## src/rtl/axis_uart_rx_pkg.sv

```systemverilog
// ---------------------------------------------------------------------------
// axis_uart_rx_pkg
// Shared definitions for the UART receiver and the apps that instantiate it.
//   CLOCK_FREQ / `BAUD_DIVISOR(baud) : one place to turn a baud rate into the
//                                      clocks-per-bit DIVISOR parameter.
//   rx_state_e                       : receiver state encoding.
// No ports (package).
// ---------------------------------------------------------------------------
`ifndef AXIS_UART_RX_DEFINES
`define AXIS_UART_RX_DEFINES
`define CLOCK_FREQ 133000000
// Rounded clocks-per-bit, e.g. `BAUD_DIVISOR(115200) == 1155 at 133 MHz.
`define BAUD_DIVISOR(baud) ((`CLOCK_FREQ + ((baud) / 2)) / (baud))
`endif

package axis_uart_rx_pkg;

   localparam int unsigned CLOCK_FREQ = `CLOCK_FREQ;

   typedef enum logic [2:0] {
      ST_IDLE  = 3'd0,
      ST_START = 3'd1,
      ST_DATA  = 3'd2,
      ST_STOP  = 3'd3,
      ST_BREAK = 3'd4
   } rx_state_e;

   // Same rounding as `BAUD_DIVISOR, usable in constant expressions.
   function automatic int unsigned baud_divisor(input int unsigned baud);
      return (CLOCK_FREQ + (baud / 2)) / baud;
   endfunction

endpackage

```

## src/rtl/sync_bit.sv

```systemverilog
// ---------------------------------------------------------------------------
// sync_bit
// Two-flop synchroniser for a single asynchronous pin (UART rx, buttons, ...).
//   clock       in  : destination clock
//   resetn      in  : asynchronous active-low reset
//   d           in  : asynchronous input
//   q           out : d synchronised to clock, two cycles of latency
// RESET_VALUE sets both stages during reset so an idle-high line does not
// look like an edge when reset releases.
// ---------------------------------------------------------------------------
module sync_bit #(
   parameter logic RESET_VALUE = 1'b1
) (
   input  logic clock,
   input  logic resetn,
   input  logic d,
   output logic q
);

   logic meta_q, meta_d;
   logic sync_q, sync_d;

   always_comb begin
      meta_d = d;
      sync_d = meta_q;
   end

   always_ff @(posedge clock or negedge resetn) begin
      if (!resetn) begin
         meta_q <= RESET_VALUE;
         sync_q <= RESET_VALUE;
      end else begin
         meta_q <= meta_d;
         sync_q <= sync_d;
      end
   end

   assign q = sync_q;

endmodule

```

## src/rtl/axis_uart_rx.sv

```systemverilog
// ---------------------------------------------------------------------------
// axis_uart_rx
// 8N1-style UART receiver presenting received words as a valid/ready stream.
//   clock        in  : system clock
//   resetn       in  : asynchronous active-low reset
//   rx_pin       in  : raw serial line, idle high, asynchronous to clock
//   odata        out : received word (first bit on the wire lands in the LSB)
//   ovalid       out : odata holds an unconsumed word
//   oready       in  : word is consumed in a cycle where ovalid && oready
//   overrun      out : 1-cycle pulse, a finished frame was dropped (output full)
//   frame_error  out : 1-cycle pulse, stop bit sampled low
//
// Handshake: a word transfers on the rising edge that ends a cycle with
// ovalid && oready both high; odata is held stable while ovalid is high, and
// oready has no effect while ovalid is low or on the receive timing.
//
// The FSM samples the synchronised line at the middle of each bit: half a bit
// after the start edge, then once per DIVISOR cycles. A completed word is
// handed to the output register in the cycle after the stop sample.
// ---------------------------------------------------------------------------
module axis_uart_rx
   import axis_uart_rx_pkg::*;
#(
   parameter int WIDTH   = 8,
   parameter int DIVISOR = 1155
) (
   input  logic             clock,
   input  logic             resetn,
   input  logic             rx_pin,
   output logic [WIDTH-1:0] odata,
   output logic             ovalid,
   input  logic             oready,
   output logic             overrun,
   output logic             frame_error
);

   localparam int CW = $clog2(DIVISOR);
   localparam int BW = (WIDTH > 1) ? $clog2(WIDTH) : 1;

   localparam logic [CW-1:0] HALF_CNT = CW'(DIVISOR / 2);
   localparam logic [CW-1:0] LAST_CNT = CW'(DIVISOR - 1);
   localparam logic [BW-1:0] LAST_BIT = BW'(WIDTH - 1);

   logic rx_s;

   sync_bit #(
      .RESET_VALUE (1'b1)
   ) u_sync_rx (
      .clock  (clock),
      .resetn (resetn),
      .d      (rx_pin),
      .q      (rx_s)
   );

   rx_state_e        state_q,       state_d;
   logic [CW-1:0]    cnt_q,         cnt_d;
   logic [BW-1:0]    bit_q,         bit_d;
   logic [WIDTH-1:0] shift_q,       shift_d;
   logic             pend_q,        pend_d;
   logic [WIDTH-1:0] odata_q,       odata_d;
   logic             ovalid_q,      ovalid_d;
   logic             overrun_q,     overrun_d;
   logic             frame_error_q, frame_error_d;

   always_comb begin
      state_d       = state_q;
      cnt_d         = cnt_q;
      bit_d         = bit_q;
      shift_d       = shift_q;
      pend_d        = 1'b0;
      odata_d       = odata_q;
      overrun_d     = 1'b0;
      frame_error_d = 1'b0;

      // A consumed word clears ovalid unless a new word is loaded below.
      ovalid_d = ovalid_q & ~oready;

      // Deliver stage: the shift register is untouched in IDLE and the first
      // half-bit of START, so it still holds the finished word here even if a
      // new start bit was already detected.
      if (pend_q) begin
         if (!ovalid_q || oready) begin
            odata_d  = shift_q;
            ovalid_d = 1'b1;
         end else begin
            overrun_d = 1'b1;
         end
      end

      unique case (state_q)
         ST_IDLE: begin
            if (!rx_s) begin
               state_d = ST_START;
               cnt_d   = '0;
            end
         end

         ST_START: begin
            if (cnt_q == HALF_CNT) begin
               cnt_d = '0;
               bit_d = '0;
               // A line that is high again mid-start-bit was a glitch.
               state_d = rx_s ? ST_IDLE : ST_DATA;
            end else begin
               cnt_d = cnt_q + CW'(1);
            end
         end

         ST_DATA: begin
            if (cnt_q == LAST_CNT) begin
               cnt_d   = '0;
               shift_d = {rx_s, shift_q[WIDTH-1:1]};
               if (bit_q == LAST_BIT) begin
                  state_d = ST_STOP;
               end else begin
                  bit_d = bit_q + BW'(1);
               end
            end else begin
               cnt_d = cnt_q + CW'(1);
            end
         end

         ST_STOP: begin
            if (cnt_q == LAST_CNT) begin
               cnt_d = '0;
               if (rx_s) begin
                  pend_d  = 1'b1;
                  state_d = ST_IDLE;
               end else begin
                  frame_error_d = 1'b1;
                  state_d       = ST_BREAK;
               end
            end else begin
               cnt_d = cnt_q + CW'(1);
            end
         end

         ST_BREAK: begin
            // A held-low line must return high before a new start is accepted.
            if (rx_s) begin
               state_d = ST_IDLE;
            end
         end

         default: begin
            state_d = ST_IDLE;
         end
      endcase
   end

   always_ff @(posedge clock or negedge resetn) begin
      if (!resetn) begin
         state_q       <= ST_IDLE;
         cnt_q         <= '0;
         bit_q         <= '0;
         shift_q       <= '0;
         pend_q        <= 1'b0;
         odata_q       <= '0;
         ovalid_q      <= 1'b0;
         overrun_q     <= 1'b0;
         frame_error_q <= 1'b0;
      end else begin
         state_q       <= state_d;
         cnt_q         <= cnt_d;
         bit_q         <= bit_d;
         shift_q       <= shift_d;
         pend_q        <= pend_d;
         odata_q       <= odata_d;
         ovalid_q      <= ovalid_d;
         overrun_q     <= overrun_d;
         frame_error_q <= frame_error_d;
      end
   end

   assign odata       = odata_q;
   assign ovalid      = ovalid_q;
   assign overrun     = overrun_q;
   assign frame_error = frame_error_q;

endmodule

```

## config.mk

```make
export PLATFORM = sky130hd
export DESIGN_NAME = axis_uart_rx
export DESIGN_NICKNAME = d
export VERILOG_FILES = /design/src/rtl/axis_uart_rx_pkg.sv /design/src/rtl/sync_bit.sv /design/src/rtl/axis_uart_rx.sv
export SDC_FILE = /design/constraint.sdc
export NUM_CORES = 1
export LEC_CHECK = 0
export ABC_AREA = 1
export BUFFER_PORTS_ARGS = -buffer_cell sky130_fd_sc_hd__buf_2
export CAP_MARGIN = 15
export CORE_ASPECT_RATIO = 1.5
export CORE_MARGIN = 2
export CORE_UTILIZATION = 55
export CTS_CLUSTER_DIAMETER = 60
export DETAILED_ROUTE_END_ITERATION = 12
export PLACE_DENSITY = 0.74
export SLEW_MARGIN = 20
export SYNTH_ARGS = -nofsm -noshare
export SYNTH_HDL_FRONTEND = slang
export SYNTH_SLANG_ARGS = --single-unit
```

## constraint.sdc

```tcl
create_clock -name clock -period 4.1 [get_ports clock]
set_clock_uncertainty 0.2 [all_clocks]
set_input_delay 0.615 -clock clock [delete_from_list [all_inputs] [get_ports clock]]
set_output_delay 0.615 -clock clock [all_outputs]
set_load 0.1 [all_outputs]
```

==> summary.md <==
### Synth
• Syn Nets: 242
• number of distinct library cells after synthesis: 24
• top-area cell type share of the netlist area: 0.461
• leading cell types by total area after synthesis: dfrtp_1 46%, nand2_1 11%, inv_1 5.0%
• number of warning messages in the yosys log: 0
• Yosys top cell by area: dfrtp_1
• sequential fraction of the synthesis area: 0.488
• flop and latch count out of synthesis: 39
• count of mapped cells out of synthesis: 233
• area of the mapped netlist: 2010 um^2
• average footprint of a synthesized cell: 8.61 um^2

### Placed design
• routability cong.: 0.922
• count of input and output buffers: 14
• DP Cell Count: 287
• half-perimeter wire length of the detailed placement result: 2660 um

### STA
• share of the clock period used by the worst path: 0.460
• headroom to the max-slew limit: 0.453
• number of hold violations in the final report: 0
• max-slew violations: 0
• highest attainable clock frequency: 0.531 GHz
• setup repair after global routing missed its margin: false
• Worst Max-Slew Pin Slew: 0.820 ns
• Final Setup Violations: 0
• total negative slack for setup checks: 0 ns
• final critical-path required period: 1.88 ns

### Setup path
• highest cell delay on the worst timing path: 0.42 ns
• required time worst endpoint: 3.28 ns
• kind of end point of the critical path: primary output
• Critical Path AT: 1.07 ns
• launching element type of the critical path: register
• type of the worst setup path: register to primary output
• cell-by-cell trace of the critical path: buf_2
• Max FO, Critical Path: 2
• library cell contributing the largest single delay on the critical path: buf_2
• worst path buffer plus inverter count: 1
• delay-heaviest family, CP: buffers and inverters

### Clocking
• clk_lat worst skew: 0.29 ns
• H-tree level count: 2
• clock slew seen by the registers of the worst setup and hold paths: 0.08 ns
• number of cells upsized or downsized after cts: 0
• number of sinks driven by the clock tree: 39
• post-CTS setup buffer count: 0
• root buf cell: clkbuf_8
• number of buffers on the longest clock path: 2
• number of buffers inserted during clock tree synthesis: 5
• Hold Buf Count CTS: 0
• TritonCTS clock tree: done

### Finish
• number of nets in the final layout: 261
• area added between synthesis and finish: 10.8%
• number of diodes: 0
• share of post-route cells with drive strength above 1: 0.198
• count of placed standard cells in the final layout, fillers left out: 295

### Route
• total wire length: 3530 um
• overall via count from detail_route: 1504
• via count normalized by instance count: 5.10
• DRC violation count after routing: 0
• DRT iter0 DRCs: 25
• number of nets with antenna violations after routing: 0
• detail-routed net length per standard cell: 12.0 um
• first drt pass iteration count: 4

### Pwr
• IR drop worst, VDD: 222 uV
• power per cell area: 321 nW/um^2
• Pleak: 1.17 nW
• Tot Pwr: 714 uW

### Hold path
• worst hold path class: register to register

### GRT
• overall global routing resource usage: 0.197
• maximum number of pins on one net before global-route repair: 40
• global-route wire length before repair: 6010 um
• final global-route overflow total: 0
• number of global-route vias before repair: 1444
• number of antenna violations at the first check in global routing: 0

### Floorplan
• number of rows in the core area: 26
• initial standard-cell utilization of the core: 0.582
• Die Width: 53.3 um
• Floorplan Core Area: 3450 um^2
• die footprint: 4160 um^2
• I/O pins: 15
• Vert. Die Dim: 78.0 um

### Flow run
• max-capacitance violation count: 0

### Status
• run status: finished, final reports clean

final timing paths:
check / start / to / slack, ns / cells after the start
worst max register to register: cnt_q[0]$_DFFE_PN0P_ / cnt_q[4]$_DFFE_PN0P_ / 2.26 / 9
worst min-delay path: u_sync_rx.meta_q$_DFF_PN1_ / u_sync_rx.q$_DFF_PN1_ / 0.16 / 0
min in group asynchronous: resetn / overrun$_DFF_PN0_ / 0.22 / 1
worst max-delay path: odata[0]$_DFFE_PN0P_ / odata[0] / 2.22 / 1
max in group asynchronous: resetn / cnt_q[3]$_DFFE_PN0P_ / 2.96 / 1
worst min register to register: u_sync_rx.meta_q$_DFF_PN1_ / u_sync_rx.q$_DFF_PN1_ / 0.16 / 0
metrics by stage:
| step | cell area [um^2] | setup WS (ns) | utilization | hold WS, ns |
|---|---|---|---|---|
| after floorplan | 2010 | 2.16 | - | 0.119 |
| after global placement | 2110 | 2.32 | 0.612 | 0.146 |
| after detailed placement | 2110 | 2.27 | 0.612 | 0.149 |
| after CTS | 2220 | 2.21 | 0.645 | 0.161 |
| after global routing | 2220 | 2.14 | 0.645 | 0.163 |
| final | 2220 | 2.22 | 0.645 | 0.159 |
layer usage:
| layer | routed length [um] | GRT usage | part of all wire | vias up |
|---|---|---|---|---|
| met3 | 120 | 0.0481 | 0.034 | 9 |
| li1 | - | - | - | 772 |
| met4 | 92 | 0.0846 | 0.026 | 0 |
| met2 | 1950 | 0.357 | 0.55 | 26 |
| met1 | 1370 | 0.203 | 0.39 | 697 |
| met5 | 0 | 0 | 0 | - |
cells in the mapped netlist:
| library cell | count |
|---|---|
| nor2_4 | 3 |
| nand2_2 | 5 |
| a21oi_4 | 1 |
| nor2_1 | 23 |
| nor2_2 | 1 |
| o21ai_2 | 1 |
| o21ai_0 | 20 |
| nand3_4 | 1 |
| nor2_8 | 2 |
| xor2_1 | 6 |
| nand3_2 | 2 |
| inv_2 | 5 |
| nand4_1 | 7 |
| nand3_1 | 12 |
| buf_8 | 1 |
| nand2_4 | 4 |
| dfstp_2 | 2 |
| clkbuf_1 | 1 |
| nor3_1 | 6 |
| ha_1 | 5 |
| inv_1 | 27 |
| nor3_2 | 1 |
| dfrtp_1 | 37 |
| nand2_1 | 60 |
power by group:
group          switching, mW  total, mW  internal [mW]
clock network          0.136      0.318          0.181
registers            0.00167      0.388          0.386
logic                0.00757    0.00885        0.00127
cells in the final DEF, fill, tap and decap left out:
master     count
nand3_4        1
xor2_1         6
nor2_2         1
a21oi_4        1
nand2_2        5
nand2_4        4
bufinv_16      1
dfstp_2        2
nor2_8         2
o21ai_2        1
nor2_4         3
buf_2         14
inv_2          5
clkinv_2       1
nand2_1       60
nand3_1       12
clkbuf_8       5
nor3_1         6
nand3_2        2
ha_1           5
nor2_1        23
inv_1         27
clkinv_4       1
nor3_2         1
o21ai_0       20
nand4_1        7
dfrtp_1       37
registers in the layout (all words and copies together) (netlist names):
| name | count |
|---|---|
| pend_q | 1 |
| overrun | 1 |
| state_q | 3 |
| ovalid | 1 |
| u_sync_rx.meta_q | 1 |
| cnt_q | 11 |
| bit_q | 3 |
| shift_q | 8 |
| odata | 8 |
| u_sync_rx.q | 1 |
| frame_error | 1 |
area by class of cell:
cell class | count | area [um^2]
Inverter | 32 | 120
Tap cell | 42 | 52.6
Sequential cell | 39 | 978
Fill cell | 327 | 1220
Clock inverter | 3 | 43.8
Clock buffer | 5 | 68.8
Multi-Input combinational cell | 160 | 890
Timing Repair Buffer | 14 | 70.1
cells by family after synthesis:
group                      share of synthesized area
xor gates and xnor gates                      0.0262
and+or+nand+nor                                0.324
AOI/OAI and AO/OA                             0.0623
DFF                                            0.488
adders and majority gates                     0.0312
buffers and inverters                         0.0692
No activity file was read; power rests on OpenSTA's default activity.
